[src/rtl/lcd_rx_if.sv]
// rtl/lcd_rx_if.sv - LCD nibble-bus capture interface and byte handshake bundle
//
// Signals:
//   lcd_en, lcd_rs, lcd_data : raw HD44780 4-bit bus from the LCD driver (async to clk)
//   rx_data, rx_rs, rx_valid : assembled byte, its register select, and its valid flag
//   rx_ready                 : consumer accept
//   overrun, timeout, rs_mismatch : one-cycle status pulses
// Modports:
//   master : the LCD driver and consumer side (drives the bus, accepts bytes)
//   slave  : the receiver side (lcd_rx)

interface lcd_rx_if;
  logic       lcd_en;
  logic       lcd_rs;
  logic [3:0] lcd_data;
  logic [7:0] rx_data;
  logic       rx_rs;
  logic       rx_valid;
  logic       rx_ready;
  logic       overrun;
  logic       timeout;
  logic       rs_mismatch;

  modport master (
    output lcd_en, lcd_rs, lcd_data, rx_ready,
    input  rx_data, rx_rs, rx_valid, overrun, timeout, rs_mismatch
  );

  modport slave (
    input  lcd_en, lcd_rs, lcd_data, rx_ready,
    output rx_data, rx_rs, rx_valid, overrun, timeout, rs_mismatch
  );
endinterface

[src/rtl/lcd_rx.sv]
// rtl/lcd_rx.sv - HD44780 4-bit bus snooper assembling nibble pairs into bytes
//
// Ports:
//   clk   : single clock, all state on rising edge
//   reset : asynchronous active-low reset
//   bus   : lcd_rx_if.slave (LCD bus in, byte handshake and status pulses out)
// Parameter:
//   TIMEOUT : clocks allowed between high- and low-nibble strobes (>= 1)
//
// Pipeline: 2-flop synchronizers -> en_prev/nibble capture -> nibble FSM
// (registers a completed byte) -> holding register with valid/ready.

module lcd_rx #(
  parameter int TIMEOUT = 16
) (
  input  logic     clk,
  input  logic     reset,
  lcd_rx_if.slave  bus
);

  localparam int TW = $clog2(TIMEOUT + 1);
  localparam logic [TW-1:0] TMAX = TW'(TIMEOUT);

  typedef enum logic {HI, LO} state_t;

  // synchronizers and previous-value capture
  logic       en_s1, en_s2, en_prev;
  logic       rs_s1, rs_s2, rs_prev;
  logic [3:0] d_s1, d_s2, d_prev;

  // nibble FSM
  state_t     state;
  logic [TW-1:0] timer;
  logic [3:0] hi_q;
  logic       hi_rs_q;
  logic       done_q;
  logic [7:0] done_byte_q;
  logic       done_rs_q;
  logic       done_mis_q;
  logic       timeout_q;

  // holding register
  logic [7:0] rx_data_q;
  logic       rx_rs_q;
  logic       rx_valid_q;
  logic       overrun_q;
  logic       rs_mismatch_q;

  logic strobe;

  // Falling edge of the synchronized enable: the HD44780 latches here, so the
  // nibble is the value captured alongside en_prev (last value while en was high).
  assign strobe = en_prev & ~en_s2;

  always_ff @(posedge clk or negedge reset) begin
    if (!reset) begin
      en_s1   <= 1'b0;
      en_s2   <= 1'b0;
      en_prev <= 1'b0;
      rs_s1   <= 1'b0;
      rs_s2   <= 1'b0;
      rs_prev <= 1'b0;
      d_s1    <= 4'h0;
      d_s2    <= 4'h0;
      d_prev  <= 4'h0;
    end else begin
      en_s1   <= bus.lcd_en;
      en_s2   <= en_s1;
      en_prev <= en_s2;
      rs_s1   <= bus.lcd_rs;
      rs_s2   <= rs_s1;
      rs_prev <= rs_s2;
      d_s1    <= bus.lcd_data;
      d_s2    <= d_s1;
      d_prev  <= d_s2;
    end
  end

  always_ff @(posedge clk or negedge reset) begin
    if (!reset) begin
      state       <= HI;
      timer       <= '0;
      hi_q        <= 4'h0;
      hi_rs_q     <= 1'b0;
      done_q      <= 1'b0;
      done_byte_q <= 8'h00;
      done_rs_q   <= 1'b0;
      done_mis_q  <= 1'b0;
      timeout_q   <= 1'b0;
    end else begin
      done_q     <= 1'b0;
      done_mis_q <= 1'b0;
      timeout_q  <= 1'b0;
      case (state)
        HI: begin
          if (strobe) begin
            hi_q    <= d_prev;
            hi_rs_q <= rs_prev;
            timer   <= '0;
            state   <= LO;
          end
        end
        LO: begin
          // Strobe is tested first so a strobe coinciding with expiry completes the byte.
          if (strobe) begin
            done_q      <= 1'b1;
            done_byte_q <= {hi_q, d_prev};
            done_rs_q   <= hi_rs_q;
            done_mis_q  <= (hi_rs_q != rs_prev);
            state       <= HI;
          end else if (timer == TMAX) begin
            timeout_q <= 1'b1;
            hi_q      <= 4'h0;
            hi_rs_q   <= 1'b0;
            timer     <= '0;
            state     <= HI;
          end else begin
            // never passes TMAX: expiry above leaves LO first
            timer <= timer + 1'b1;
          end
        end
        default: state <= HI;
      endcase
    end
  end

  always_ff @(posedge clk or negedge reset) begin
    if (!reset) begin
      rx_data_q     <= 8'h00;
      rx_rs_q       <= 1'b0;
      rx_valid_q    <= 1'b0;
      overrun_q     <= 1'b0;
      rs_mismatch_q <= 1'b0;
    end else begin
      overrun_q     <= 1'b0;
      rs_mismatch_q <= done_mis_q;
      if (done_q) begin
        // A byte completing in the same cycle the old one is accepted replaces it.
        if (!rx_valid_q || bus.rx_ready) begin
          rx_data_q  <= done_byte_q;
          rx_rs_q    <= done_rs_q;
          rx_valid_q <= 1'b1;
        end else begin
          overrun_q <= 1'b1;
        end
      end else if (rx_valid_q && bus.rx_ready) begin
        rx_valid_q <= 1'b0;
      end
    end
  end

  assign bus.rx_data     = rx_data_q;
  assign bus.rx_rs       = rx_rs_q;
  assign bus.rx_valid    = rx_valid_q;
  assign bus.overrun     = overrun_q;
  assign bus.timeout     = timeout_q;
  assign bus.rs_mismatch = rs_mismatch_q;

endmodule

[src/flat_wrapper.sv]
// flat-port wrapper written by rule: the top's interface ports become plain ports
module lcd_rx_flat 
#(
  parameter int TIMEOUT = 16
)
  (clk, reset, bus_lcd_en, bus_lcd_rs, bus_lcd_data, bus_rx_ready, bus_rx_data, bus_rx_rs, bus_rx_valid, bus_overrun, bus_timeout, bus_rs_mismatch);
  lcd_rx_if bus_i ();
  input  logic clk;
  input  logic reset;
  input wire logic [$bits(bus_i.lcd_en)-1:0] bus_lcd_en;
  input wire logic [$bits(bus_i.lcd_rs)-1:0] bus_lcd_rs;
  input wire logic [$bits(bus_i.lcd_data)-1:0] bus_lcd_data;
  input wire logic [$bits(bus_i.rx_ready)-1:0] bus_rx_ready;
  output wire logic [$bits(bus_i.rx_data)-1:0] bus_rx_data;
  output wire logic [$bits(bus_i.rx_rs)-1:0] bus_rx_rs;
  output wire logic [$bits(bus_i.rx_valid)-1:0] bus_rx_valid;
  output wire logic [$bits(bus_i.overrun)-1:0] bus_overrun;
  output wire logic [$bits(bus_i.timeout)-1:0] bus_timeout;
  output wire logic [$bits(bus_i.rs_mismatch)-1:0] bus_rs_mismatch;
  assign bus_i.lcd_en = bus_lcd_en;
  assign bus_i.lcd_rs = bus_lcd_rs;
  assign bus_i.lcd_data = bus_lcd_data;
  assign bus_i.rx_ready = bus_rx_ready;
  assign bus_rx_data = bus_i.rx_data;
  assign bus_rx_rs = bus_i.rx_rs;
  assign bus_rx_valid = bus_i.rx_valid;
  assign bus_overrun = bus_i.overrun;
  assign bus_timeout = bus_i.timeout;
  assign bus_rs_mismatch = bus_i.rs_mismatch;
  lcd_rx #(.TIMEOUT(TIMEOUT)) u_core (.clk(clk), .reset(reset), .bus(bus_i));
endmodule
[config.mk]
export PLATFORM = sky130hd
export DESIGN_NAME = lcd_rx_flat
export DESIGN_NICKNAME = d
export VERILOG_FILES = /design/src/rtl/lcd_rx_if.sv /design/src/rtl/lcd_rx.sv /design/src/flat_wrapper.sv
export SDC_FILE = /design/constraint.sdc
export NUM_CORES = 1
export LEC_CHECK = 0
export CAP_MARGIN = 20
export CORE_ASPECT_RATIO = 1.25
export CORE_MARGIN = 4
export CORE_UTILIZATION = 55
export DETAILED_ROUTE_END_ITERATION = 16
export MAX_ROUTING_LAYER = met4
export PLACE_DENSITY_LB_ADDON = 0.25
export SLEW_MARGIN = 20
export SYNTH_ARGS = -nofsm -noshare
export SYNTH_HDL_FRONTEND = slang
export SYNTH_SLANG_ARGS = --single-unit
[constraint.sdc]
create_clock -name clk -period 3.5 [get_ports clk]
set_input_delay 1.05 -clock clk [delete_from_list [all_inputs] [get_ports clk]]
set_output_delay 1.05 -clock clk [all_outputs]
set_load 0.03 [all_outputs]
Word-level counts from Yosys, hierarchy flattened

Cells that the tools add are included.

Bits in registers: 53
Bits of input ports: 9
Output and inout port bits: 13
Logic and storage cells: 69

Add/sub/neg operators: 1
Equality and inequality tests: 6
Mux-type cells: 27
Bitwise logic cells: 3
Reduce and logical (&&, ||, !) cells: 9

Operator list:

| kind                  | count |
|---|---|
| $mux W1               | 17 |
| $mux W5               | 3 |
| $mux W4               | 3 |
| $pmux W5 S2           | 1 |
| $pmux W4 S2           | 1 |
| $reduce_and A2 Y1     | 4 |
| $ne A2 B2 Y1 const B  | 3 |
| $add A5 B1 Y5 const B | 1 |
| $eq A5 B5 Y1 const B  | 1 |
| $pmux W1 S2           | 2 |
| $reduce_and A3 Y1     | 1 |
| $ne A2 B1 Y1 const B  | 1 |
| $not A1 Y1            | 2 |
| $reduce_bool A2 Y1    | 1 |
| $and A1 B1 Y1         | 1 |
| $logic_and A1 B1 Y1   | 1 |
| $logic_not A1 Y1      | 1 |
| $logic_or A1 B1 Y1    | 1 |
| $ne A1 B1 Y1          | 1 |

Logic depth before layout (Yosys ltp)

Gate-level depths: netlist of the first run.

Depth after elaboration: 4
Gate-level depth with buffers: 6
Gate-level depth less buffers: 6

Least setup slack after synthesis of the first run

OpenSTA, ideal clock, no wires.

Kind: input to register
Start point: in bus_rx_ready
End point: reg u_core.rx_data_q[0], in the netlist u_core.bus.rx_data[0]
Setup time: 0.125 ns
Arrival: 1.805 ns
Required time: 3.375 ns
Slack: 1.570 ns
Stages: 3
Path buffers: 0
Cell sequence: nand2b_1 > nand2_1 > mux2_2

Longest elaborated chain between the ends: 2

RTL lines:

| item                        | line               | source |
|---|---|---|
| start: declaration          | flat_wrapper.sv:13 | `input wire logic [$bits(bus_i.rx_ready)-1:0] bus_rx_ready;` |
| $logic_or A1 B1 Y1          | lcd_rx.sv:139      | `if (!rx_valid_q \|\| bus.rx_ready) begin` |
| $reduce_and A2 Y1 (no line) | --                 |  |
| end signal: assignment      | lcd_rx.sv:140      | `rx_data_q <= done_byte_q;` |
| end: declaration            | lcd_rx.sv:43       | `logic [7:0] rx_data_q;` |

Every way passes these cells.
A chain may end at the register's enable or synchronous reset.

Worst setup path after layout of the first run

Start point: reg u_core.rx_data_q[0], in the netlist u_core.bus.rx_data[0]
End point: out bus_rx_data[0]

RTL lines:

| item             | line               | source |
|---|---|---|
| end: declaration | flat_wrapper.sv:14 | `output wire logic [$bits(bus_i.rx_data)-1:0] bus_rx_data;` |

No word-level cell between the ends.

==> summary.md, run 1 <==
| Metric | Value |
|---|---|
| Status | `complete, no violations` |
| Worst r2r dst | `u_core.hi_q[3]$_DFFE_PN0P_` |
| CTS Buf Count | `5` |
| Avg WL per Cell | `14.85 µm` |
| Synth cell types | `22` |
| # port buffers | `21` |
| HP Class | `reg -> reg` |
| Arrival time worst endpoint | `1.37 ns` |
| Int Pwr | `1276 µW` |
| Worst hold start | `u_core.d_s2[0]$_DFF_PN0_` |
| Most frequent cells in the layout | `dfrtp_1 (53), clkdlybuf4s50_1 (20), mux2_2 (18)` |
| Max stage delay on crit path | `0.69 ns` |
| Cts repair resizes | `0` |
| Slew HR | `0.5899` |
| Core Area | `3223 µm²` |
| Post-DR vias/cell | `5.398` |
| Hold buffer count at CTS | `0` |
| Global-route wire length before repair | `4.616 mm` |
| Ant diodes | `0` |
| Max FO, Critical Path | `2` |
| Worst reg-to-reg path cell count | `5` |
| Setup repair after global routing missed its margin | `false` |
| Switch share | `0.2861` |
| Largest net degree at the start of global routing | `54` |
| Max-slew violations | `0` |
| TritonCTS sink count | `53` |
| Number of global-route vias before repair | `969` |
| Sequential area share after synthesis | `0.7119` |
| Fraction of registers with async set/reset | `1.000` |
| Ranking of synthesized cells by area | `dfrtp_1 (71%), mux2_2 (11%), ha_1 (2.7%)` |
| TritonCTS clock tree | `done` |
| Cell taking the most area after synthesis | `dfrtp_1` |
| RR Startpoint | `u_core.en_s2$_DFF_PN0_` |
| Final setup fails | `0` |
| Placed Area | `2096 µm²` |
| Initial core utilization | `0.5780` |
| Post-CTS setup buffer count | `0` |
| Final GP Congestion | `0.8379` |
| Fin crit share | `0.6913` |
| Synth-to-layout area growth | `20.01%` |
| Clk Tree Root Cell | `clkbuf_8` |
| Combinational fraction of design power | `0.254` |
| Layout cells sized above 1 | `0.2014` |
| R2R Setup Slk | `1.62 ns` |
| P per Cell Area | `799.1 nW/µm²` |
| Die W | `60.06 µm` |
| Max rail drop VDD | `0.5019 mV` |
| Routed WL | `2.688 mm` |
| Buf+Inv Stages, Crit Path | `1` |
| Final TNS setup | `0 ns` |
| Post-Syn Instances | `117` |
| Startpoint Class | `register` |
| DR pass1 iterations | `4` |
| Sequential power share | `0.477` |
| Post-Syn Area per Cell | `15.92 µm²` |
| Critical Path Slowest Stage Cell | `clkdlybuf4s50_1` |
| Leakage power total | `0.001014 µW` |
| Final net count | `156` |
| Hold EP | `u_core.d_prev[0]$_DFF_PN0_` |
| Max-Cap Viols | `0` |
| CP cell instances | `clkdlybuf4s50_1` |
| Measured slew at the worst slew-check pin | `0.6151 ns` |
| Worst Skew | `0.006192 ns` |
| Top Family by Delay on Critical Path | `buffers and inverters` |
| Design Area, Final | `2236 µm²` |
| Initial antenna violation count | `0` |
| Clock Power Share | `0.269` |
| Area of the mapped netlist | `1863 µm²` |
| Clock Latency Late Sink | `0.30 ns` |
| Syn nets | `130` |
| Crit. End Element | `primary output` |
| CP Class | `reg -> out` |
| Total GRT Usage | `0.1528` |
| Hold Fails Final Rpt | `0` |
| YS warnings | `0` |
| Post-synthesis register bit count | `53` |
| Ys flop type | `dfrtp_1` |
| Max Freq | `413.3 MHz` |
| I/O pin count | `22` |
| Die area | `4388 µm²` |
| DP Wirelength | `1.801 mm` |
| Grt ovf | `0` |
| Final Power | `1787 µW` |
| Most common cell after layout, fill and taps aside | `dfrtp_1` |
| Switching pwr | `511.2 µW` |
| Site Rows | `23` |
| Initial drt markers | `34` |
| Fin util | `0.6937` |
| Post-DRT Antenna Nets | `0` |
| Reg clk slew, reported paths | `0.09 ns` |
| Die H | `73.07 µm` |
| Via Count | `977` |
| H-tree depth | `2` |
| Top cell type's share of synthesized area | `0.7119` |
| CP Data Required Time | `2.45 ns` |
| Clock Tree Buf Depth | `2` |
| Residual DRC | `0` |
| Hold Path Cell Cnt | `0` |
| Final worst path period need | `2.419 ns` |
| Pre-CTS setup slack | `1.033 ns` |
| Final Worst Setup Slack | `1.081 ns` |
| Count of flip-flops with a built-in enable after synthesis | `0` |
[cells in the mapped netlist, drive strengths merged, types with 2 or more instances]
master,count
inv,6
nand2,3
nor3,3
dfrtp,53
mux2i,2
mux2,18
nand3,5
o21ai,3
a22o,5
buf,2
ha,4
nand2b,4
[state kept, by name, indices dropped and copies added, names as in the netlist, 4 cells and up]
signal / flops
u_core.bus.rx_data: 8
u_core.d_s2: 4
u_core.hi_q: 4
u_core.d_prev: 4
u_core.done_byte_q: 8
u_core.d_s1: 4
u_core.timer: 5
[power by group through the flow]
| stage | logic (µW) | registers [µW] | clock network [µW] |
|---|---|---|---|
| 2_1_floorplan | 196 | 945 | 0 |
| 3_3_place_gp | 446 | 853 | 0 |
| 3_5_place_dp | 459 | 863 | 0 |
| 4_1_cts | 463 | 854 | 491 |
| 5_1_grt | 490 | 872 | 521 |
| 6_report | 454 | 852 | 480 |
[per-layer routing]
layer,share of wire,GRT usage,vias to the layer above
met3,0.055,0.04779,6
li1,-,-,458
met2,0.49,0.2188,25
met5,0,-,-
met4,0.024,0.08621,0
met1,0.43,0.1912,488
[cells by family (layout without fill, tap and decap cells)]
logic type                 after synthesis  in the layout  synth area share
buffers and inverters                    8             35           0.02216
muxes                                   20             20            0.1195
DFF                                     53             53            0.7119
AOI/OAI and AO/OA                       12             12           0.04903
adders and majority gates                4              4           0.02686
and+or+nand+nor                         19             19           0.06581
xor gates and xnor gates                 1              1          0.004702
[worst max-delay path by stage]
stage / from / endpoint / depth (start not counted)
floorplan: bus_rx_ready / u_core.bus.rx_data[0]$_DFFE_PN0P_ / 3
global placement: bus_rx_ready / u_core.bus.rx_data[5]$_DFFE_PN0P_ / 4
detailed placement: bus_rx_ready / u_core.bus.rx_data[4]$_DFFE_PN0P_ / 4
CTS: u_core.bus.rx_data[0]$_DFFE_PN0P_ / bus_rx_data[0] / 1
global route: u_core.bus.rx_data[0]$_DFFE_PN0P_ / bus_rx_data[0] / 1
finish: u_core.bus.rx_data[0]$_DFFE_PN0P_ / bus_rx_data[0] / 1
[layout make-up]
cell class              count  area (µm²)
repair buffers             21       207.7
flip-flops and latches     53        1326
fillers                   239       987.2
well taps                  37       46.29
inverters                   6       22.52
clock inverters             3       68.82
multi-input cells          56       495.5
clock buffers               5       68.82
[metrics by stage]
step | std cells | hold slack [ns]
floorplan | 117 | 0.3312
global placement | 173 | 0.3316
detailed placement | 173 | 0.3347
CTS | 181 | 0.3560
global route | 181 | 0.3617
finish | 181 | 0.3542
No activity file was read; power rests on OpenSTA's default activity.
==> run 2: changes to the inputs <==
--- a/config.mk
+++ b/config.mk
@@ -8,7 +8,7 @@
 export CAP_MARGIN = 20
 export CORE_ASPECT_RATIO = 1.25
 export CORE_MARGIN = 4
-export CORE_UTILIZATION = 55
+export CORE_UTILIZATION = 54
 export DETAILED_ROUTE_END_ITERATION = 16
 export MAX_ROUTING_LAYER = met4
 export PLACE_DENSITY_LB_ADDON = 0.25
==> constraint.sdc (replaced) <==
create_clock -name clk -period 2.5 [get_ports clk]
set_input_delay 0.75 -clock clk [delete_from_list [all_inputs] [get_ports clk]]
set_output_delay 0.75 -clock clk [all_outputs]
set_load 0.03 [all_outputs]
==> summary.md, run 2 (same netlist as run 1, synthesis figures left out) <==
| Metric | Value |
|---|---|
| Status | `complete, no violations` |
| Worst reg-to-reg path cell count | `5` |
| Final setup fails | `0` |
| Max FO, Critical Path | `2` |
| H-tree depth | `2` |
| Max rail drop VDD | `0.7443 mV` |
| I/O pin count | `22` |
| Slew HR | `0.5791` |
| Post-DR vias/cell | `5.429` |
| Avg WL per Cell | `14.49 µm` |
| Max stage delay on crit path | `0.68 ns` |
| Post-CTS setup buffer count | `0` |
| Measured slew at the worst slew-check pin | `0.6313 ns` |
| Core Area | `3252 µm²` |
| DR pass1 iterations | `4` |
| CTS Buf Count | `5` |
| Global-route wire length before repair | `4.588 mm` |
| Worst r2r dst | `u_core.hi_q[1]$_DFFE_PN0P_` |
| Arrival time worst endpoint | `1.36 ns` |
| CP cell instances | `clkdlybuf4s50_1` |
| Reg clk slew, reported paths | `0.10 ns` |
| Inst Count DP | `174` |
| Critical Path Slowest Stage Cell | `clkdlybuf4s50_1` |
| Fin crit share | `0.8447` |
| # port buffers | `21` |
| Hold EP | `u_core.d_prev[3]$_DFF_PN0_` |
| Buf+Inv Stages, Crit Path | `1` |
| Number of global-route vias before repair | `985` |
| Leakage power total | `0.0009940 µW` |
| Via Count | `988` |
| Worst hold start | `u_core.d_s2[3]$_DFF_PN0_` |
| Max-slew violations | `0` |
| Clock Tree Buf Depth | `2` |
| Residual DRC | `0` |
| Synth-to-layout area growth | `17.93%` |
| RR Startpoint | `u_core.en_s2$_DFF_PN0_` |
| Hold buffer count at CTS | `0` |
| Total GRT Usage | `0.1485` |
| Grt ovf | `0` |
| DP Wirelength | `1.849 mm` |
| Hold Fails Final Rpt | `0` |
| Most frequent cells in the layout | `dfrtp_1 (53), clkdlybuf4s50_1 (20), mux2_2 (18)` |
| CP Class | `reg -> out` |
| Final Power | `2304 µW` |
| Routed WL | `2.638 mm` |
| Die H | `73.67 µm` |
| Max-Cap Viols | `0` |
| Hold Path Cell Cnt | `0` |
| Ant diodes | `0` |
| Filler instances | `222` |
| Final Non-Filler Cells | `182` |
| HP Class | `reg -> reg` |
| Worst Skew | `0.01126 ns` |
| Initial antenna violation count | `0` |
| Max Freq | `473.5 MHz` |
| Site Rows | `23` |
| CP Data Required Time | `1.75 ns` |
| TritonCTS sink count | `53` |
| Final worst path period need | `2.112 ns` |
| R2R Setup Slk | `0.65 ns` |
| Initial core utilization | `0.5729` |
| Die area | `4460 µm²` |
| Largest net degree at the start of global routing | `54` |
| Clock Latency Late Sink | `0.31 ns` |
| Initial drt markers | `34` |
| Most common cell after layout, fill and taps aside | `dfrtp_1` |
| Startpoint Class | `register` |
| Setup repair after global routing missed its margin | `false` |
| Layout cells sized above 1 | `0.2069` |
| Post-DRT Antenna Nets | `0` |
| Final net count | `157` |
| Die W | `60.54 µm` |
| Clk Tree Root Cell | `clkbuf_8` |
| Cts repair resizes | `0` |
| Final TNS setup | `0 ns` |
| TritonCTS clock tree | `done` |
| Crit. End Element | `primary output` |
| Final GP Congestion | `0.8136` |
| P per Cell Area | `1049 nW/µm²` |
| Top Family by Delay on Critical Path | `buffers and inverters` |
-- run 2: worst max path at each step --
stage	to	depth (start not counted)	from	slack, ns
5_1_grt	bus_rx_data[2]	1	u_core.bus.rx_data[2]$_DFFE_PN0P_	0.33
3_3_place_gp	u_core.bus.rx_data[7]$_DFFE_PN0P_	4	bus_rx_ready	0.37
3_5_place_dp	u_core.bus.rx_data[1]$_DFFE_PN0P_	4	bus_rx_ready	0.31
4_1_cts	bus_rx_data[2]	1	u_core.bus.rx_data[2]$_DFFE_PN0P_	0.36
2_1_floorplan	u_core.bus.rx_data[0]$_DFFE_PN0P_	3	bus_rx_ready	0.87
6_report	bus_rx_data[2]	1	u_core.bus.rx_data[2]$_DFFE_PN0P_	0.39
-- run 2: final cells by class --
class / instances / area (µm²) / area share
Multi-Input combinational cell: 56 / 495.5 / 0.2255
Inverter: 6 / 22.52 / 0.01025
Timing Repair Buffer: 22 / 212.7 / 0.09681
Sequential cell: 53 / 1326 / 0.6036
Tap cell: 37 / 46.29 / 0.02107
Clock buffer: 5 / 68.82 / 0.03132
Clock inverter: 3 / 25.02 / 0.01139
-- run 2: routing by layer --
layer  share of wire  track usage
met1            0.45       0.1862
met2            0.47       0.2212
met3           0.060      0.04745
met4           0.022      0.06506
met5               0            -
-- run 2: stage by stage --
stage | util | cell area [µm²] | setup WS (ns) | hold slack, ns
3_3_place_gp | 0.6468 | 2103 | 0.3704 | 0.3315
5_1_grt | 0.6756 | 2197 | 0.3341 | 0.3600
3_5_place_dp | 0.6468 | 2103 | 0.3128 | 0.3356
4_1_cts | 0.6756 | 2197 | 0.3609 | 0.3573
6_report | 0.6756 | 2197 | 0.3881 | 0.3601
2_1_floorplan | - | 1863 | 0.8705 | 0.3312
-- run 2: power by group --
group	leakage, µW	switching [µW]	total [µW]	internal [µW]
Sequential	0.000653	119	1180	1070
Combinational	0.000296	318	636	318
Clock	0.0000447	281	484	202
Total	0.000994	719	2300	1590
==> run 3: changes to the inputs <==
--- a/config.mk
+++ b/config.mk
@@ -8,7 +8,7 @@
 export CAP_MARGIN = 20
 export CORE_ASPECT_RATIO = 1.25
 export CORE_MARGIN = 4
-export CORE_UTILIZATION = 54
+export CORE_UTILIZATION = 48
 export DETAILED_ROUTE_END_ITERATION = 16
 export MAX_ROUTING_LAYER = met4
 export PLACE_DENSITY_LB_ADDON = 0.25
==> constraint.sdc (replaced) <==
create_clock -name clk -period 1.9 [get_ports clk]
set_input_delay 0.57 -clock clk [delete_from_list [all_inputs] [get_ports clk]]
set_output_delay 0.57 -clock clk [all_outputs]
set_load 0.03 [all_outputs]
==> summary.md, run 3 (same netlist as run 1, synthesis figures left out) <==
| Metric | Value |
|---|---|
| Max stage delay on crit path | `0.41 ns` |
| Die H | `77.66 µm` |
| Startpoint Class | `register` |
| Via Count | `995` |
| Final net count | `160` |
| Clock Tree Buf Depth | `2` |
| Grt ovf | `0` |
| CP cell instances | `dlygate4sd2_1` |
| Top Family by Delay on Critical Path | `buffers and inverters` |
| Hold Fails Final Rpt | `0` |
| Final GP Congestion | `0.7676` |
| Max Freq | `607.4 MHz` |
| Layout cells sized above 1 | `0.2162` |
| Final TNS setup | `0 ns` |
| Measured slew at the worst slew-check pin | `0.3188 ns` |
| Most frequent cells in the layout | `dfrtp_1 (53), mux2_2 (18), dlygate4sd2_1 (10)` |
| Leakage power total | `0.001108 µW` |
| TritonCTS sink count | `53` |
| Slew HR | `0.7872` |
| I/O pin count | `22` |
| Setup repair after global routing missed its margin | `false` |
| P per Cell Area | `1362 nW/µm²` |
| Worst Setup SP | `u_core.bus.rx_data[3]$_DFFE_PN0P_` |
| Ant diodes | `0` |
| Hold buffer count at CTS | `0` |
| WHS | `0.2371 ns` |
| Initial antenna violation count | `0` |
| Largest net degree at the start of global routing | `54` |
| HP Class | `in -> async` |
| Reg clk slew, reported paths | `0.09 ns` |
| Die area | `4949 µm²` |
| Max-Cap Viols | `0` |
| Clock Latency Late Sink | `0.30 ns` |
| Total GRT Usage | `0.1358` |
| Arrival time worst endpoint | `1.08 ns` |
| Most common cell after layout, fill and taps aside | `dfrtp_1` |
| Initial drt markers | `14` |
| Post-DR vias/cell | `5.293` |
| Max FO, Critical Path | `2` |
| Critical Path Slowest Stage Cell | `dlygate4sd2_1` |
| Buf+Inv Stages, Crit Path | `1` |
| Fin crit share | `0.8665` |
| Placed Area | `2155 µm²` |
| Post-DRT Antenna Nets | `0` |
| Max-slew violations | `0` |
| Final setup fails | `0` |
| Crit. End Element | `primary output` |
| Max rail drop VDD | `0.6021 mV` |
| Initial core utilization | `0.4963` |
| Status | `complete, no violations` |
| Global-route wire length before repair | `5.009 mm` |
| Core Area | `3754 µm²` |
| Synth-to-layout area growth | `21.36%` |
| Final Power | `3080 µW` |
| CTS Buf Count | `5` |
| Worst Skew | `0.009654 ns` |
| Number of global-route vias before repair | `1146` |
| DP Wirelength | `1.912 mm` |
| Residual DRC | `0` |
| Clk Tree Root Cell | `clkbuf_8` |
| H-tree depth | `2` |
| CP Data Required Time | `1.33 ns` |
| TritonCTS clock tree | `done` |
| Site Rows | `25` |
| RR Startpoint | `u_core.en_s2$_DFF_PN0_` |
| # port buffers | `21` |
| Avg WL per Cell | `14.35 µm` |
| Design Area, Final | `2261 µm²` |
| CP Class | `reg -> out` |
| Routed WL | `2.697 mm` |
| Die W | `63.73 µm` |
| Final worst path period need | `1.646 ns` |
| DR pass1 iterations | `4` |
## run 3: cell count changes in the layout (fill, tap and decap cells not counted), sizes merged
cell | previous run | this run
buf | 2 | 5
inv | 7 | 6
dlygate4sd2 | 0 | 10
clkinvlp | 1 | 0
bufinv | 0 | 1
dlymetal6s2s | 0 | 3
clkdlybuf4s50 | 20 | 7
clkbuf | 5 | 6
## run 3: worst paths after layout
kind                                                      to  slack [ns]  cells after the start
hold reg to reg                       u_core.en_s2$_DFF_PN0_        0.35                      0
max in group asynchronous  u_core.done_byte_q[2]$_DFFE_PN0P_        1.42                      2
setup / recovery                              bus_rx_data[3]        0.25                      1
setup reg to reg                 u_core.timer[4]$_DFFE_PN0P_        0.28                      5
min in group clk                      u_core.en_s2$_DFF_PN0_        0.35                      0
hold / removal              u_core.bus.rs_mismatch$_DFF_PN0_        0.24                      2
## run 3: layout make-up
type                    count  area (µm²)
clock buffers               6       72.57
clock inverters             2       38.79
fillers                   304        1493
inverters                   6       22.52
multi-input cells          56       495.5
flip-flops and latches     53        1326
well taps                  40       50.05
repair buffers             25       255.2
## run 3: worst register-to-register path, delay by kind of cell (launching register included)
kind                       cells  cell delay, ns
AOI/OAI and AO/OA              1            0.33
adders and majority gates      1            0.41
buffers and inverters          1            0.08
DFF                            1            0.35
and+or+nand+nor                2            0.35
## run 3: per-layer routing
metal,vias up,global-route usage,wire [µm]
met2,27,0.2173,1343
li1,463,-,-
met1,499,0.1542,1147
met5,-,-,0
met3,6,0.04776,154
met4,0,0.05832,52
## run 3: metrics by stage
step | instances | util | worst slack (ns)
2_1_floorplan | 117 | - | 0.4284
3_3_place_gp | 180 | 0.5740 | 0.07064
3_5_place_dp | 180 | 0.5740 | 0.04580
4_1_cts | 188 | 0.6003 | 0.008467
5_1_grt | 188 | 0.6023 | 0.06348
6_report | 188 | 0.6023 | 0.2536
## run 3: timing repair
action                                  in CTS  in global routing
resized for setup                           10                  3
hold endpoints to repair                     0                  0
cloned                                       0                  0
setup buffers                                0                  0
endpoints found under the setup margin      10                  3
## run 3: where the power goes
| part | internal, µW | total [µW] | switching [µW] | leakage, µW |
|---|---|---|---|---|
| Combinational | 365 | 792 | 427 | 0.000400 |
| Clock | 395 | 738 | 343 | 0.0000554 |
| Sequential | 1400 | 1550 | 148 | 0.000653 |
